--- src/rtl/mold_pkg.sv ---
// Shared widths, header payload type and arbiter states for the MoldUDP64 feed arbiter.
package mold_pkg;
  localparam int unsigned AXI_DATA_W = 64;
  localparam int unsigned AXI_KEEP_W = AXI_DATA_W / 8;
  localparam int unsigned SID_W      = 80;
  localparam int unsigned SEQ_W      = 64;
  localparam int unsigned ML_W       = 16;
  // Seq straddles two beats: low part in beat1[63:16], high part in beat2[15:0].
  localparam int unsigned SEQ_B1_W   = AXI_DATA_W - 16;
  localparam int unsigned SEQ_B2_W   = SEQ_W - SEQ_B1_W;
  localparam int unsigned CNT_LSB    = SEQ_B2_W;

  typedef enum logic [2:0] {
    ST_IDLE,
    ST_HDR0,
    ST_HDR1,
    ST_HDR2,
    ST_BODY
  } arb_state_e;

  typedef struct packed {
    logic [SEQ_W-1:0] seq;
    logic [ML_W-1:0]  cnt;
  } mold_hdr_t;

  function automatic logic [SEQ_W-1:0] seq_max(input logic [SEQ_W-1:0] a,
                                               input logic [SEQ_W-1:0] b);
    return (a > b) ? a : b;
  endfunction
endpackage

--- src/rtl/mold_seq_track.sv ---
// Expected-sequence tracker: classifies each header as gap/dup and advances the expectation.
module mold_seq_track
  import mold_pkg::*;
(
  input  logic      clk,
  input  logic      nreset,
  input  logic      hdr_fire_i,
  input  mold_hdr_t hdr_i,
  output logic      gap_o,
  output logic      dup_o
);
  logic [SEQ_W-1:0] exp_q, exp_d, seq_end;
  logic             exp_v_q, exp_v_d;
  logic             gap_q, gap_d, dup_q, dup_d;

  // A heartbeat (cnt 0) reduces to max(expected, seq) since seq_end == seq.
  always_comb begin
    exp_d   = exp_q;
    exp_v_d = exp_v_q;
    gap_d   = gap_q;
    dup_d   = dup_q;
    seq_end = hdr_i.seq + SEQ_W'(hdr_i.cnt);
    if (hdr_fire_i) begin
      exp_v_d = 1'b1;
      if (!exp_v_q) begin
        gap_d = 1'b0;
        dup_d = 1'b0;
        exp_d = seq_end;
      end else begin
        gap_d = hdr_i.seq > exp_q;
        dup_d = hdr_i.seq < exp_q;
        if (hdr_i.cnt != '1) begin
          exp_d = seq_max(exp_q, seq_end);
        end
      end
    end
  end

  always_ff @(posedge clk) begin
    if (nreset) begin
      exp_q   <= '0;
      exp_v_q <= 1'b0;
      gap_q   <= 1'b0;
      dup_q   <= 1'b0;
    end else begin
      exp_q   <= exp_d;
      exp_v_q <= exp_v_d;
      gap_q   <= gap_d;
      dup_q   <= dup_d;
    end
  end

  assign gap_o = gap_q;
  assign dup_o = dup_q;
endmodule

--- src/rtl/mold_feed_arb.sv ---
// Packet-locked arbiter between two MoldUDP64 feeds with header extraction and seq tracking.
module mold_feed_arb #(
  parameter int unsigned AXI_DATA_W = mold_pkg::AXI_DATA_W,
  parameter int unsigned AXI_KEEP_W = AXI_DATA_W / 8
) (
  input  logic                      clk,
  input  logic                      nreset,
  input  logic                      s0_axis_tvalid_i,
  input  logic [AXI_KEEP_W-1:0]     s0_axis_tkeep_i,
  input  logic [AXI_DATA_W-1:0]     s0_axis_tdata_i,
  input  logic                      s0_axis_tlast_i,
  input  logic                      s0_axis_tuser_i,
  output logic                      s0_axis_tready_o,
  input  logic                      s1_axis_tvalid_i,
  input  logic [AXI_KEEP_W-1:0]     s1_axis_tkeep_i,
  input  logic [AXI_DATA_W-1:0]     s1_axis_tdata_i,
  input  logic                      s1_axis_tlast_i,
  input  logic                      s1_axis_tuser_i,
  output logic                      s1_axis_tready_o,
  output logic                      m_axis_tvalid_o,
  output logic [AXI_KEEP_W-1:0]     m_axis_tkeep_o,
  output logic [AXI_DATA_W-1:0]     m_axis_tdata_o,
  output logic                      m_axis_tlast_o,
  output logic                      m_axis_tuser_o,
  input  logic                      m_axis_tready_i,
  output logic                      grant_v_o,
  output logic                      grant_o,
  output logic                      hdr_v_o,
  output logic                      hdr_src_o,
  output logic [mold_pkg::SEQ_W-1:0] hdr_seq_o,
  output logic [mold_pkg::ML_W-1:0]  hdr_cnt_o,
  output logic                      hdr_gap_o,
  output logic                      hdr_dup_o
);
  import mold_pkg::*;

  arb_state_e          state_q, state_d;
  logic                grant_q, grant_d, grant_v_q, grant_v_d;
  logic                last_b_q, last_b_d;
  logic [SEQ_B1_W-1:0] seq_b1_q, seq_b1_d;
  logic                hdr_v_q, hdr_v_d, hdr_src_q, hdr_src_d;
  mold_hdr_t           hdr_q, hdr_d, hdr_new;
  logic                busy, beat, hdr_fire;
  logic                sel_tvalid, sel_tlast;
  logic [AXI_DATA_W-1:0] sel_tdata;

  // Output path follows the locked feed combinationally; nothing moves while idle.
  assign busy       = (state_q != ST_IDLE);
  assign sel_tvalid = grant_q ? s1_axis_tvalid_i : s0_axis_tvalid_i;
  assign sel_tlast  = grant_q ? s1_axis_tlast_i  : s0_axis_tlast_i;
  assign sel_tdata  = grant_q ? s1_axis_tdata_i  : s0_axis_tdata_i;

  assign m_axis_tvalid_o  = busy & sel_tvalid;
  assign m_axis_tkeep_o   = grant_q ? s1_axis_tkeep_i : s0_axis_tkeep_i;
  assign m_axis_tdata_o   = sel_tdata;
  assign m_axis_tlast_o   = sel_tlast;
  assign m_axis_tuser_o   = grant_q ? s1_axis_tuser_i : s0_axis_tuser_i;
  assign s0_axis_tready_o = busy & ~grant_q & m_axis_tready_i;
  assign s1_axis_tready_o = busy &  grant_q & m_axis_tready_i;
  assign beat             = m_axis_tvalid_o & m_axis_tready_i;

  assign hdr_new.seq = {sel_tdata[SEQ_B2_W-1:0], seq_b1_q};
  assign hdr_new.cnt = sel_tdata[CNT_LSB +: ML_W];

  always_comb begin
    state_d   = state_q;
    grant_d   = grant_q;
    grant_v_d = grant_v_q;
    last_b_d  = last_b_q;
    seq_b1_d  = seq_b1_q;
    hdr_v_d   = 1'b0;
    hdr_src_d = hdr_src_q;
    hdr_d     = hdr_q;
    hdr_fire  = 1'b0;
    unique case (state_q)
      ST_IDLE: begin
        if (s0_axis_tvalid_i | s1_axis_tvalid_i) begin
          grant_d   = (s0_axis_tvalid_i & s1_axis_tvalid_i) ? ~last_b_q : s1_axis_tvalid_i;
          grant_v_d = 1'b1;
          state_d   = ST_HDR0;
        end
      end
      ST_HDR0: if (beat) state_d = ST_HDR1;
      ST_HDR1: begin
        if (beat) begin
          seq_b1_d = sel_tdata[AXI_DATA_W-1 -: SEQ_B1_W];
          state_d  = ST_HDR2;
        end
      end
      ST_HDR2: begin
        if (beat) begin
          hdr_fire  = 1'b1;
          hdr_v_d   = 1'b1;
          hdr_src_d = grant_q;
          hdr_d     = hdr_new;
          state_d   = ST_BODY;
        end
      end
      ST_BODY: state_d = ST_BODY;
      default: state_d = ST_IDLE;
    endcase
    // tlast closes the packet from any header stage, runts included.
    if (beat && sel_tlast) begin
      state_d   = ST_IDLE;
      grant_v_d = 1'b0;
      last_b_d  = grant_q;
    end
  end

  always_ff @(posedge clk) begin
    if (nreset) begin
      state_q   <= ST_IDLE;
      grant_q   <= 1'b0;
      grant_v_q <= 1'b0;
      last_b_q  <= 1'b1;
      seq_b1_q  <= '0;
      hdr_v_q   <= 1'b0;
      hdr_src_q <= 1'b0;
      hdr_q     <= '0;
    end else begin
      state_q   <= state_d;
      grant_q   <= grant_d;
      grant_v_q <= grant_v_d;
      last_b_q  <= last_b_d;
      seq_b1_q  <= seq_b1_d;
      hdr_v_q   <= hdr_v_d;
      hdr_src_q <= hdr_src_d;
      hdr_q     <= hdr_d;
    end
  end

  mold_seq_track u_seq_track (
    .clk        (clk),
    .nreset     (nreset),
    .hdr_fire_i (hdr_fire),
    .hdr_i      (hdr_new),
    .gap_o      (hdr_gap_o),
    .dup_o      (hdr_dup_o)
  );

  assign grant_v_o = grant_v_q;
  assign grant_o   = grant_q;
  assign hdr_v_o   = hdr_v_q;
  assign hdr_src_o = hdr_src_q;
  assign hdr_seq_o = hdr_q.seq;
  assign hdr_cnt_o = hdr_q.cnt;
endmodule

--- config.mk ---
export PLATFORM = sky130hd
export DESIGN_NAME = mold_feed_arb
export DESIGN_NICKNAME = d
export VERILOG_FILES = /design/src/rtl/mold_pkg.sv /design/src/rtl/mold_seq_track.sv /design/src/rtl/mold_feed_arb.sv
export SDC_FILE = /design/constraint.sdc
export NUM_CORES = 1
export LEC_CHECK = 0
export ABC_AREA = 1
export CAP_MARGIN = 20
export CORE_MARGIN = 2
export CORE_UTILIZATION = 40
export CTS_CLUSTER_DIAMETER = 100
export DETAILED_ROUTE_END_ITERATION = 6
export PLACE_DENSITY = 0.68
export SYNTH_ARGS = -nofsm -noshare
export SYNTH_HDL_FRONTEND = slang
export SYNTH_SLANG_ARGS = --single-unit
--- constraint.sdc ---
create_clock -name clk -period 5.7 [get_ports clk]
set_input_delay 0.855 -clock clk [delete_from_list [all_inputs] [get_ports clk]]
set_output_delay 0.855 -clock clk [all_outputs]
set_load 0.01 [all_outputs]
==> report_table.html <==
<table>
<tr><th>Metric</th><th>Value</th></tr>
<tr><th colspan="2">Worst setup path</th></tr>
<tr><td>Crit-path max cell delay</td><td>0.45 ns</td></tr>
<tr><td>Category of the worst setup path launch point</td><td>input pin</td></tr>
<tr><td>Arrival time of the worst setup path</td><td>5.58 ns</td></tr>
<tr><td>Cell seen most often among critical-path stages</td><td>nand2_1</td></tr>
<tr><td>Required @ worst endpoint</td><td>around 6 ns</td></tr>
<tr><td>Kind of end point of the critical path</td><td>flop</td></tr>
<tr><td>Worst-path cell with the longest stage delay</td><td>clkdlybuf4s50_1</td></tr>
<tr><td>Crit Path Max Fanout</td><td>34</td></tr>
<tr><td>Worst setup path class</td><td>input pin to flop</td></tr>
<tr><th colspan="2">Routing</th></tr>
<tr><td>Vias</td><td>roughly 16000</td></tr>
<tr><td>Average detailed-routed wire length per instance</td><td>around 18 um</td></tr>
<tr><td>DR pass1 iterations</td><td>6</td></tr>
<tr><td>Total wire length</td><td>roughly 53 mm</td></tr>
<tr><td>DRT antenna net count</td><td>0</td></tr>
<tr><td>DRC violations left</td><td>0</td></tr>
<tr><td>Vias per Instance</td><td>5.21</td></tr>
<tr><td>Number of DRC violations after detailed-routing iteration 0</td><td>around 1100</td></tr>
<tr><th colspan="2">Clock network</th></tr>
<tr><td>Number of buffers inserted for hold repair after clock tree synthesis</td><td>0</td></tr>
<tr><td>CTS Buffer Depth</td><td>3</td></tr>
<tr><td>H-tree lvl count</td><td>1</td></tr>
<tr><td>Setup repair bufs after CTS</td><td>0</td></tr>
<tr><td>Clock latency on the worst-skew pair</td><td>0.53 ns</td></tr>
<tr><td>Clock tree from TritonCTS</td><td>done</td></tr>
<tr><td>Clock root buffer master</td><td>clkbuf_16</td></tr>
<tr><td>Post-CTS clock slew at the launch and capture registers of the worst setup and hold paths</td><td>roughly 0.060 ns</td></tr>
<tr><td>Number of gates given a new drive strength after cts</td><td>0</td></tr>
<tr><td>TritonCTS Sinks</td><td>roughly 200</td></tr>
<tr><td>Total clock buffers created by CTS</td><td>23</td></tr>
<tr><th colspan="2">Cells and area</th></tr>
<tr><td>Antenna diodes</td><td>0</td></tr>
<tr><td>Commonest non-fill, non-tap cells in the layout</td><td>591 x nand2_1, 314 x clkdlybuf4s50_1, 303 x nor2_1, 260 x inv_1, 202 x dfxtp_1</td></tr>
<tr><td>Area Growth Syn to Fin</td><td>31.8%</td></tr>
<tr><td>Post-layout instance area</td><td>between 0.015 and 0.02 mm^2</td></tr>
<tr><td>Number of standard cells in the final layout excluding fillers</td><td>a little over 3000</td></tr>
<tr><td>Share of cells above drive strength 1</td><td>0.0577</td></tr>
<tr><td>Post-layout util</td><td>0.534</td></tr>
<tr><td>Total Nets Final</td><td>about 2800</td></tr>
<tr><td>Most common cell after layout, fill and taps aside</td><td>nand2_1</td></tr>
<tr><th colspan="2">Placed design</th></tr>
<tr><td>Placed Area</td><td>~0.018 mm^2</td></tr>
<tr><td>Routability cong.</td><td>around 0.98</td></tr>
<tr><td>Buffers added on ports</td><td>between 300 and 400</td></tr>
<tr><td>Number of instances in the placed design</td><td>2984</td></tr>
<tr><td>Total half-perimeter wirelength after legalization and detailed placement</td><td>~42 mm</td></tr>
<tr><th colspan="2">Floorplan</th></tr>
<tr><td>Initial core utilization</td><td>0.405</td></tr>
<tr><td>Top-level I/O count</td><td>316</td></tr>
<tr><td>Height of the chip</td><td>approximately 190 um</td></tr>
<tr><td>Standard-cell rows</td><td>69</td></tr>
<tr><td>Horizontal die dimension</td><td>approximately 190 um</td></tr>
<tr><td>Core Region</td><td>about 0.035 mm^2</td></tr>
<tr><td>Total Die Area</td><td>0.0375 mm^2</td></tr>
<tr><th colspan="2">Logic synthesis</th></tr>
<tr><td>Fraction of the yosys area taken by sequential cells</td><td>0.283</td></tr>
<tr><td>Netlist area before placement</td><td>between 0.01 and 0.015 mm^2</td></tr>
<tr><td>Post-synth cell types</td><td>46</td></tr>
<tr><td>Number of synthesis warnings</td><td>0</td></tr>
<tr><td>Avg Cell Area, Syn</td><td>6.43 um^2</td></tr>
<tr><td>Instance count of the mapped netlist</td><td>about 2200</td></tr>
<tr><td>FF+latch count, synth</td><td>203</td></tr>
<tr><td>Syn_nets</td><td>2536</td></tr>
<tr><th colspan="2">Power and ir drop</th></tr>
<tr><td>Reported leakage power</td><td>slightly below 9 nW</td></tr>
<tr><td>Switching power as a share of total power</td><td>0.354</td></tr>
<tr><td>Max VDD drop</td><td>between 0.15 and 0.2 mV</td></tr>
<tr><td>Fraction of power consumed by the clock network</td><td>0.332</td></tr>
<tr><td>Proportion of power drawn by combinational gates</td><td>0.347</td></tr>
<tr><td>Power Dens Cells</td><td>257 mW/mm^2</td></tr>
<tr><td>Sequential fraction of design power</td><td>0.320</td></tr>
<tr><td>Cell internal power dissipation</td><td>between 0.003 and 0.004 W</td></tr>
<tr><td>Net Sw Power</td><td>around 0.0017 W</td></tr>
<tr><th colspan="2">GRT</th></tr>
<tr><td>Largest net degree at the start of global routing</td><td>approximately 110</td></tr>
<tr><td>Wire length of the first global-routing pass</td><td>approximately 83 mm</td></tr>
<tr><td>Vias in the first global route</td><td>between 15000 and 20000</td></tr>
<tr><td>Leftover overflow at the end of global routing</td><td>0</td></tr>
<tr><td>Total global-route track usage</td><td>0.274</td></tr>
<tr><td>Initial antenna violation count</td><td>0</td></tr>
<tr><th colspan="2">Timing</th></tr>
<tr><td>Worst rel slew slack</td><td>0.170</td></tr>
<tr><td>Fin Setup TNS</td><td>0 ns</td></tr>
<tr><td>Unrepaired setup endpoints after global routing</td><td>false</td></tr>
<tr><td>Max Clock Skew</td><td>between 0.007 and 0.008 ns</td></tr>
<tr><td>Clock period minus final worst setup slack</td><td>between 5 and 6 ns</td></tr>
<tr><td>Count of endpoints failing setup in the final report</td><td>0</td></tr>
<tr><td>Final critical-path share of the clock period</td><td>0.904</td></tr>
<tr><td>Final number of hold-violating endpoints</td><td>0</td></tr>
<tr><td>Maximum frequency from static timing analysis</td><td>approximately 0.19 GHz</td></tr>
<tr><td>Final count of pins violating max slew</td><td>0</td></tr>
<tr><td>Worst slew pin tran</td><td>~1.2 ns</td></tr>
<tr><th colspan="2">Flow run</th></tr>
<tr><td>Maximum capacitance violations</td><td>0</td></tr>
<tr><th colspan="2">Outcome</th></tr>
<tr><td>Status</td><td>completed</td></tr>
<tr><th colspan="2">Min path</th></tr>
<tr><td>Worst hold path type</td><td>flop to flop</td></tr>
</table>
==> power groups by stage <==
stage | Combinational, W | Clock (W) | Sequential (W)
after CTS | 0.00168 | 0.00164 | 0.00156
after global placement | 0.00166 | 0 | 0.00159
after floorplan | 0.000910 | 0 | 0.00157
final | 0.00169 | 0.00162 | 0.00156
after global routing | 0.00186 | 0.00170 | 0.00157
after detailed placement | 0.00167 | 0 | 0.00159
==> metal layers <==
metal	GRT usage	vias up	routed length (um)
li1	-	7883	-
met1	0.366	7231	24400
met2	0.460	565	23900
met3	0.0452	83	3550
met4	0.0679	0	1280
met5	0	-	0
==> critical path: cells and delay by family <==
family          cells  cell delay, ns
buf+inv             6            1.37
fa+ha+maj           2            0.66
compound gates      3            0.68
simple gates       21            1.95
==> final timing paths <==
| kind | from | to | slack (ns) | depth (start not counted) |
|---|---|---|---|---|
| min reg2reg | grant_v_o$_SDFFE_PP0P_ | grant_v_o$_SDFFE_PP0P_ | 0.45 | 2 |
| max | s0_axis_tdata_i[18] | u_seq_track.exp_q[23]$_SDFFE_PP0P_ | 0.55 | 32 |
| min | grant_v_o$_SDFFE_PP0P_ | grant_v_o$_SDFFE_PP0P_ | 0.45 | 2 |
| max reg2reg | grant_o$_SDFFE_PP0P_ | u_seq_track.exp_q[23]$_SDFFE_PP0P_ | 0.58 | 29 |
==> through the flow <==
stage          hold slack (ns)  worst slack (ns)  power, W
6_report                 0.448             0.546   0.00487
5_1_grt                  0.467            0.0911   0.00512
4_1_cts                  0.450             0.581   0.00489
3_5_place_dp             0.440            0.0436   0.00326
3_3_place_gp             0.439             0.118   0.00324
2_1_floorplan            0.446              1.20   0.00248
==> cell usage after synthesis, drive strengths merged <==
library cell  instances  area share
a2111oi               1     0.00061
o211ai                3      0.0016
nand3                82       0.030
a211oi               25       0.013
and3                  4      0.0017
buf                  44       0.020
nor3b                 1     0.00052
dfxtp               203        0.28
nor2                309       0.082
ha                  144        0.13
a21oi               173       0.060
inv                 277       0.072
nand2               595        0.16
xnor2                14      0.0085
o21a                  3      0.0016
nor3                 19      0.0080
a21o                  4      0.0021
nand4                83       0.037
nor2b                 1     0.00044
fa                    1      0.0014
a41oi                 1     0.00061
or2                  17      0.0074
o21ai               150       0.054
and2                  1     0.00044
o31ai                 1     0.00052
clkbuf               45       0.012
xor2                 25       0.015
o21bai                1     0.00052
nand3b                2      0.0013
nor4                  9      0.0039
==> area by class of cell <==
cell class	instances	area (um^2)
flip-flops and latches	203	4070
well taps	461	577
multi-input cells	1669	8830
repair buffers	374	3640
inverters	277	1040
clock inverters	10	158
clock buffers	31	647
fillers	3571	16500
==> sequential cells by signal, indices dropped and copies added (netlist names) <==
register,cells
seq_b1_q,48
hdr_v_o,1
u_seq_track.exp_q,64
u_seq_track.gap_o,1
state_q,3
last_b_q,1
hdr_src_o,1
hdr_seq_o,64
grant_v_o,1
grant_o,1
hdr_cnt_o,16
u_seq_track.exp_v_q,1
u_seq_track.dup_o,1
==> kinds of logic (layout without fill, tap and decap cells) <==
group | Yosys count | after routing | share of synthesized area
flip-flops | 203 | 203 | 0.283
adder cells (fa/ha/maj) | 145 | 145 | 0.127
AND/OR/NAND/NOR | 1123 | 1123 | 0.328
buffers and inverters | 366 | 692 | 0.104
AO/OA/AOI/OAI | 362 | 362 | 0.135
XOR/XNOR | 39 | 39 | 0.0238
Note: power is estimated with default switching activity, not from simulation.
